--- src/rtl/serial_neg_pkg.sv ---
// Shared types for the bit-serial negate array: mode encoding and framing state.
package serial_neg_pkg;

  localparam int MODE_W = 2;

  typedef enum logic [MODE_W-1:0] {
    MODE_PASS     = 2'b00,
    MODE_NEG      = 2'b01,
    MODE_ABS      = 2'b10,
    MODE_PASS_ALT = 2'b11
  } mode_e;

  typedef enum logic {
    ST_IDLE = 1'b0,
    ST_BUSY = 1'b1
  } state_e;

endpackage

--- src/rtl/serial_negate_array_if.sv ---
// Serial word bus: LSB-first input bits with framing, processed output bits with status pulses.
interface serial_negate_array_if
  import serial_neg_pkg::*;
#(
  parameter int CHANNELS = 2
);

  logic                start;
  logic                in_valid;
  logic [CHANNELS-1:0] din;
  logic [MODE_W-1:0]   mode;
  logic [CHANNELS-1:0] dout;
  logic                out_valid;
  logic                out_sof;
  logic [CHANNELS-1:0] overflow;
  logic                frame_err;

  modport master (
    output start, in_valid, din, mode,
    input  dout, out_valid, out_sof, overflow, frame_err
  );

  modport slave (
    input  start, in_valid, din, mode,
    output dout, out_valid, out_sof, overflow, frame_err
  );

endinterface

--- src/rtl/serial_neg_lane.sv ---
// One serial lane: pass/negate/abs with most-negative detect; latency 1, or WIDTH+1 with
// SERIAL_NEG_ABS_EN (delay line lets the MSB pick the sign). No backpressure.
module serial_neg_lane
  import serial_neg_pkg::*;
#(
  parameter int WIDTH = 8,
  parameter int CNT_W = 3
) (
  input  logic             clk,
  input  logic             rst_n,
  input  logic             bit_vld_i,
  input  logic             first_i,
  input  logic             last_i,
  input  mode_e            mode_i,
  input  logic             din_i,
  input  logic             abort_i,
  input  logic [CNT_W-1:0] abort_len_i,
  output logic             dout_o,
  output logic             ovf_o,
  output logic             tap_vld_o,
  output logic             tap_sof_o
);

  logic p_vld, p_first, p_last, p_din, neg_first;
  logic seen_q, zero_q, neg_q, dout_q, ovf_q;
  logic seen_cur, zero_cur, neg_cur;

`ifdef SERIAL_NEG_ABS_EN
  typedef struct packed {
    logic  vld;
    logic  sof;
    logic  last;
    mode_e mode;
    logic  dat;
  } stage_t;

  stage_t line_q [WIDTH];
  stage_t line_d [WIDTH];

  // Aborted word occupies the youngest abort_len stages; drop their valid tags.
  always_comb begin
    line_d[0] = '{vld: bit_vld_i, sof: first_i, last: last_i, mode: mode_i, dat: din_i};
    for (int i = 1; i < WIDTH; i++) begin
      line_d[i] = line_q[i-1];
      if (abort_i && ((i - 1) < int'(abort_len_i))) line_d[i].vld = 1'b0;
    end
  end

  always_ff @(posedge clk) begin
    if (!rst_n) begin
      for (int i = 0; i < WIDTH; i++) line_q[i] <= '0;
    end else begin
      for (int i = 0; i < WIDTH; i++) line_q[i] <= line_d[i];
    end
  end

  // When bit 0 reaches the exit, the same word's MSB sits in stage 0.
  assign p_vld     = line_q[WIDTH-1].vld;
  assign p_first   = line_q[WIDTH-1].sof;
  assign p_last    = line_q[WIDTH-1].last;
  assign p_din     = line_q[WIDTH-1].dat;
  assign neg_first = (line_q[WIDTH-1].mode == MODE_NEG) ||
                     ((line_q[WIDTH-1].mode == MODE_ABS) && line_q[0].dat);
`else
  logic unused_abort;
  assign unused_abort = ^{abort_i, abort_len_i};

  assign p_vld     = bit_vld_i;
  assign p_first   = first_i;
  assign p_last    = last_i;
  assign p_din     = din_i;
  assign neg_first = (mode_i == MODE_NEG);
`endif

  assign seen_cur = p_first ? 1'b0 : seen_q;
  assign zero_cur = p_first ? 1'b1 : zero_q;
  assign neg_cur  = p_first ? neg_first : neg_q;

  always_ff @(posedge clk) begin
    if (!rst_n) begin
      seen_q <= 1'b0;
      zero_q <= 1'b1;
      neg_q  <= 1'b0;
      dout_q <= 1'b0;
      ovf_q  <= 1'b0;
    end else begin
      dout_q <= p_vld & (p_din ^ (neg_cur & seen_cur));
      ovf_q  <= p_vld & p_last & neg_cur & zero_cur & p_din;
      if (p_vld) begin
        seen_q <= seen_cur | p_din;
        zero_q <= zero_cur & ~p_din;
        neg_q  <= neg_cur;
      end
    end
  end

  assign dout_o    = dout_q;
  assign ovf_o     = ovf_q;
  assign tap_vld_o = p_vld;
  assign tap_sof_o = p_vld & p_first;

endmodule

--- src/rtl/serial_negate_array.sv ---
// CHANNELS lock-step serial negate lanes sharing one framing counter; latency 1 (WIDTH+1 with
// SERIAL_NEG_ABS_EN). No backpressure: in_valid must hold for a whole word, violations pulse frame_err.
module serial_negate_array
  import serial_neg_pkg::*;
#(
  parameter int WIDTH    = 8,
  parameter int CHANNELS = 2
) (
  input logic                  clk,
  input logic                  rst_n,
  serial_negate_array_if.slave bus
);

  localparam int CNT_W = $clog2(WIDTH);

  state_e              state_q, state_d;
  logic [CNT_W-1:0]    cnt_q, cnt_d;
  mode_e               mode_q, mode_d, mode_eff;
  logic                acc, first, last, abort, err_d, err_q;
  logic                out_valid_q, out_sof_q;
  logic [CHANNELS-1:0] tap_vld, tap_sof, dout_w, ovf_w;

  always_ff @(posedge clk) begin
    if (!rst_n) begin
      state_q     <= ST_IDLE;
      cnt_q       <= '0;
      mode_q      <= MODE_PASS;
      err_q       <= 1'b0;
      out_valid_q <= 1'b0;
      out_sof_q   <= 1'b0;
    end else begin
      state_q     <= state_d;
      cnt_q       <= cnt_d;
      mode_q      <= mode_d;
      err_q       <= err_d;
      out_valid_q <= &tap_vld;
      out_sof_q   <= &tap_sof;
    end
  end

  // cnt_q is the index of the next expected bit, so it also counts bits taken so far.
  always_comb begin
    state_d  = state_q;
    cnt_d    = cnt_q;
    mode_d   = mode_q;
    acc      = 1'b0;
    first    = 1'b0;
    last     = 1'b0;
    abort    = 1'b0;
    err_d    = 1'b0;
    case (state_q)
      ST_IDLE: begin
        if (bus.in_valid && bus.start) begin
          acc     = 1'b1;
          first   = 1'b1;
          cnt_d   = CNT_W'(1);
          mode_d  = mode_e'(bus.mode);
          state_d = ST_BUSY;
        end else if (bus.in_valid) begin
          err_d = 1'b1;
        end
      end
      default: begin
        if (!bus.in_valid) begin
          err_d   = 1'b1;
          abort   = 1'b1;
          state_d = ST_IDLE;
        end else if (bus.start) begin
          err_d  = 1'b1;
          abort  = 1'b1;
          acc    = 1'b1;
          first  = 1'b1;
          cnt_d  = CNT_W'(1);
          mode_d = mode_e'(bus.mode);
        end else begin
          acc = 1'b1;
          if (cnt_q == CNT_W'(WIDTH - 1)) begin
            last    = 1'b1;
            state_d = ST_IDLE;
          end else begin
            cnt_d = cnt_q + 1'b1;
          end
        end
      end
    endcase
    mode_eff = first ? mode_e'(bus.mode) : mode_q;
  end

  for (genvar g = 0; g < CHANNELS; g++) begin : g_lane
    serial_neg_lane #(
      .WIDTH(WIDTH),
      .CNT_W(CNT_W)
    ) u_lane (
      .clk         (clk),
      .rst_n       (rst_n),
      .bit_vld_i   (acc),
      .first_i     (first),
      .last_i      (last),
      .mode_i      (mode_eff),
      .din_i       (bus.din[g]),
      .abort_i     (abort),
      .abort_len_i (cnt_q),
      .dout_o      (dout_w[g]),
      .ovf_o       (ovf_w[g]),
      .tap_vld_o   (tap_vld[g]),
      .tap_sof_o   (tap_sof[g])
    );
  end

  assign bus.dout      = dout_w;
  assign bus.overflow  = ovf_w;
  assign bus.out_valid = out_valid_q;
  assign bus.out_sof   = out_sof_q;
  assign bus.frame_err = err_q;

endmodule

--- src/flat_wrapper.sv ---
// flat-port wrapper written by rule: the top's interface ports become plain ports
module serial_negate_array_flat import serial_neg_pkg::*;
#(
  parameter int WIDTH    = 8,
  parameter int CHANNELS = 2
)
  (clk, rst_n, bus_start, bus_in_valid, bus_din, bus_mode, bus_dout, bus_out_valid, bus_out_sof, bus_overflow, bus_frame_err);
  serial_negate_array_if #(.CHANNELS(CHANNELS)) bus_i ();
  input logic clk;
  input logic rst_n;
  input wire logic [$bits(bus_i.start)-1:0] bus_start;
  input wire logic [$bits(bus_i.in_valid)-1:0] bus_in_valid;
  input wire logic [$bits(bus_i.din)-1:0] bus_din;
  input wire logic [$bits(bus_i.mode)-1:0] bus_mode;
  output wire logic [$bits(bus_i.dout)-1:0] bus_dout;
  output wire logic [$bits(bus_i.out_valid)-1:0] bus_out_valid;
  output wire logic [$bits(bus_i.out_sof)-1:0] bus_out_sof;
  output wire logic [$bits(bus_i.overflow)-1:0] bus_overflow;
  output wire logic [$bits(bus_i.frame_err)-1:0] bus_frame_err;
  assign bus_i.start = bus_start;
  assign bus_i.in_valid = bus_in_valid;
  assign bus_i.din = bus_din;
  assign bus_i.mode = bus_mode;
  assign bus_dout = bus_i.dout;
  assign bus_out_valid = bus_i.out_valid;
  assign bus_out_sof = bus_i.out_sof;
  assign bus_overflow = bus_i.overflow;
  assign bus_frame_err = bus_i.frame_err;
  serial_negate_array #(.WIDTH(WIDTH), .CHANNELS(CHANNELS)) u_core (.clk(clk), .rst_n(rst_n), .bus(bus_i));
endmodule
--- config.mk ---
export PLATFORM = sky130hd
export DESIGN_NAME = serial_negate_array_flat
export DESIGN_NICKNAME = d
export VERILOG_FILES = /design/src/rtl/serial_neg_pkg.sv /design/src/rtl/serial_negate_array_if.sv /design/src/rtl/serial_neg_lane.sv /design/src/rtl/serial_negate_array.sv /design/src/flat_wrapper.sv
export SDC_FILE = /design/constraint.sdc
export NUM_CORES = 1
export LEC_CHECK = 0
export CAP_MARGIN = 10
export CORE_UTILIZATION = 34
export CTS_BUF_LIST = sky130_fd_sc_hd__clkbuf_4 sky130_fd_sc_hd__clkbuf_8
export DETAILED_ROUTE_END_ITERATION = 10
export PLACE_DENSITY = 0.61
export SKIP_LAST_GASP = 1
export SYNTH_ARGS = -nofsm -noshare
export SYNTH_HDL_FRONTEND = slang
export SYNTH_SLANG_ARGS = --single-unit
--- constraint.sdc ---
create_clock -name clk -period 1.7 [get_ports clk]
set_clock_uncertainty 0.2 [all_clocks]
set_input_delay 0.425 -clock clk [delete_from_list [all_inputs] [get_ports clk]]
set_output_delay 0.425 -clock clk [all_outputs]
set_load 0.02 [all_outputs]
==> results.txt <==
----------------------------------------------------
[Status]
  Status ... finished, final reports clean

[Finish]
  Layout cells sized above 1 ... 0.1630
  Cell Count, Final, Fillers Out ... ~120
  Area growth, synth to finish ... 28.02%
  Post-layout util ... 0.4662
  Final antenna diode count ... 0
  Fillers ... 210
  Final #Nets ... 103

[Clocking]
  Clock-pin slew on the worst setup and hold paths ... 0.09 ns
  Number of gates resized after CTS ... 7
  Cell at the root of the clock tree ... sky130_fd_sc_hd__clkbuf_4
  Maximum clock insertion buffer count ... 2
  Clock Sinks ... 17
  Depth of the CTS H-tree ... 1
  Clock tree from TritonCTS ... yes
  Total CTS buffers ... 3
  Skew-Pair Late Insertion Delay ... around 0.29 ns
  Number of buffers inserted for hold repair after clock tree synthesis ... 0
  Buffers inserted during post-CTS setup optimization ... 0

[STA]
  RSZ-0062 raised after global routing ... false
  Actual transition at the worst max-transition pin ... 0.2750 ns
  Final hold vios ... 0
  Max transition margin ... 0.8158
  Final Slew Violations ... 0
  Maximum frequency from static timing analysis ... between 600 and 700 MHz
  Worst setup margin ... 0.07826 ns
  Crit share post-route ... 0.9540
  Setup-violating endpoint count in the final report ... 0
  Min cycle time layout ... 1.622 ns

[Global route]
  Number of global-route vias before repair ... slightly above 500
  Pin count of the biggest net entering global routing ... 11
  Leftover overflow at the end of global routing ... 0
  First-pass GRT wire length ... around 2100 microns
  Global-route usage over all layers ... 0.1423
  Antenna violations before repair ... 0

[Floorplanning]
  Floorplan die height ... 47.84 microns
  I/O pins ... 15
  Die area ... 2289 sq um
  Die X ... 47.84 microns
  Initial Utilization ... 0.3642
  Standard cell core area ... roughly 2000 sq um
  Number of cell rows ... 16

[Critical path]
  Peak fanout along the critical path ... 9
  Data required time of the worst path ... 1.72 ns
  CP Launch Point ... bus_start
  CP Data Arrival Time ... between 1.5 and 2 ns
  Startpoint of the lowest-slack register-to-register path ... u_core.cnt_q[0]
  Critical path class ... in -> reg
  Kind of capture point of the worst setup path ... flip-flop
  Worst setup SP type ... input port

[Synthesis]
  Syn_area_per_cell ... 9.526 sq um
  Gate count after technology mapping ... 75
  Post-Synthesis Cell Area ... between 700 and 800 sq um
  Post-synth EDFFs ... 0
  Async set-or-reset flop fraction in the synthesized netlist ... 0
  Synthesized net count ... 85
  Count of cell types in the netlist ... 27
  Share of the yosys chip area belonging to registers ... 0.4764
  Most used flip-flop cell after synthesis ... sky130_fd_sc_hd__dfxtp_1
  Flip-flop and latch count after synthesis ... 17
  Number of warning messages in the yosys log ... 0

[Flow run]
  Max-cap violations ... 0

[Power and ir drop]
  Sequential share of power ... 0.566
  Clock power share ... 0.313
  Static Leak ... 0.3838 nW
  Logic gate share of total power ... 0.121
  Proportion of total power due to net switching ... 0.2360
  Areal power density over the cells ... 812.4 nW/um^2
  Internal power component ... 0.0005677 W
  Power spent charging and discharging nets ... around 0.00018 W
  Worst voltage drop across the vdd grid ... ~0.00042 V

[Routing]
  1st-pass router iterations ... 4
  Final wirelength ... 1315 microns
  Total via count after detailed routing ... 560
  Routed vias/inst ... about 4.7
  Post-DR wirelength/cell ... between 10 and 15 microns
  Remaining number of nets flagged by the antenna check after routing ... 0
  Drc violations ... 0
  Iteration-0 DRC count of the detailed router ... 5

[Placement]
  IO buf count ... 14
  Detail Placement HPWL ... about 970 microns
  Global placer's final weighted congestion ... 0.7593
  Setup slack after placement ... -0.2283 ns
  Cell count after placement ... 115

[Hold path]
  Startpoint of the worst hold path ... u_core.g_lane[1].u_lane.seen_q
  Worst hold path type ... reg -> reg

----------------------------------------------------
through the flow:
stage	hold slack, ns	power (W)	cell area [sq um]	TNS (ns)
5_1_grt	0.3030	0.0007797	914.6	0
4_1_cts	0.2818	0.0007507	907.1	0
2_1_floorplan	0.2410	0.0004788	714.4	0
3_5_place_dp	0.2674	0.0005225	885.9	-2.122
6_report	0.2728	0.0007430	914.6	0
3_3_place_gp	0.2563	0.0005227	885.9	-2.206
layer usage:
| layer | GRT usage | vias to the layer above | part of all wire |
|---|---|---|---|
| li1 | - | 295 | - |
| met1 | 0.1798 | 252 | 0.48 |
| met2 | 0.2054 | 11 | 0.47 |
| met3 | 0.04906 | 2 | 0.037 |
| met4 | 0.08889 | 0 | 0.016 |
| met5 | 0 | - | 0 |
registers in the layout, indices dropped and copies added (netlist names):
name	flops
u_core.g_lane.u_lane.neg_q	2
u_core.g_lane.u_lane.zero_q	2
u_core.g_lane.u_lane.ovf_o	2
u_core.bus.out_valid	1
u_core.state_q	1
u_core.bus.out_sof	1
u_core.bus.frame_err	1
u_core.cnt_q	3
u_core.g_lane.u_lane.dout_o	2
u_core.g_lane.u_lane.seen_q	2
synthesized netlist by cell type (2+ instances only):
cell type	n	area share
sky130_fd_sc_hd__ha_1	2	0.035
sky130_fd_sc_hd__buf_4	4	0.042
sky130_fd_sc_hd__a21boi_0	2	0.021
sky130_fd_sc_hd__or3_1	2	0.018
sky130_fd_sc_hd__nand2_1	8	0.042
sky130_fd_sc_hd__nor2b_1	4	0.035
sky130_fd_sc_hd__o21ai_0	5	0.035
sky130_fd_sc_hd__nor3b_1	3	0.032
sky130_fd_sc_hd__a21oi_1	5	0.035
sky130_fd_sc_hd__buf_2	2	0.014
sky130_fd_sc_hd__dfxtp_1	17	0.48
sky130_fd_sc_hd__a31oi_1	2	0.018
sky130_fd_sc_hd__o211ai_1	3	0.032
sky130_fd_sc_hd__a32o_1	2	0.028
sky130_fd_sc_hd__inv_1	2	0.011
final cells by class:
| class | instances | area [sq um] | area share |
|---|---|---|---|
| Tap cell | 27 | 33.78 | 0.03694 |
| Multi-Input combinational cell | 48 | 319.1 | 0.3488 |
| Sequential cell | 17 | 340.3 | 0.3721 |
| Timing Repair Buffer | 21 | 183.9 | 0.2011 |
| Inverter | 2 | 7.507 | 0.008208 |
| Clock buffer | 4 | 30.03 | 0.03283 |
cell families (layout without fill, tap and decap cells):
kind of cell | Yosys count | after routing | synth area share
adder cells (fa/ha/maj) | 2 | 2 | 0.03502
AND/OR/NAND/NOR | 24 | 24 | 0.1997
flip-flops | 17 | 17 | 0.4764
buffers and inverters | 10 | 27 | 0.08757
AO/OA/AOI/OAI | 21 | 21 | 0.1891
XOR/XNOR | 1 | 1 | 0.01226
cells in the final DEF, fill, tap and decap left out, drive strengths merged, types with 2 or more instances in the layout:
cell type	count
dlygate4sd2	7
nor2b	4
and2	2
buf	7
a31oi	2
o21ai	6
ha	2
nand2	8
a21boi	2
a21oi	5
o211ai	3
or3	2
clkbuf	4
dfxtp	17
inv	2
clkdlybuf4s50	7
nor3b	3
a32o	2
critical path, stage by stage:
cell,delay (ns)
sky130_fd_sc_hd__clkdlybuf4s50_1,0.53
sky130_fd_sc_hd__and2_4,0.21
sky130_fd_sc_hd__or3_1,0.33
sky130_fd_sc_hd__a21oi_1,0.15
path summary, 6_finish.rpt:
path | to | slack (ns) | cells after the start
worst max-delay path | u_core.g_lane[0].u_lane.dout_o | 0.08 | 4
worst min-delay path | u_core.g_lane[1].u_lane.seen_q | 0.27 | 2
worst max register to register | u_core.cnt_q[1] | 0.09 | 5
worst min register to register | u_core.g_lane[1].u_lane.seen_q | 0.27 | 2
power by group through the flow:
stage          Clock (W)  Combinational (W)  Sequential, W
3_3_place_gp           0          0.0000926       0.000430
3_5_place_dp           0          0.0000926       0.000430
2_1_floorplan          0          0.0000457       0.000433
6_report        0.000232          0.0000900       0.000421
4_1_cts         0.000240          0.0000898       0.000421
5_1_grt         0.000257          0.0000998       0.000423
Note: power is estimated with default switching activity, not from simulation.
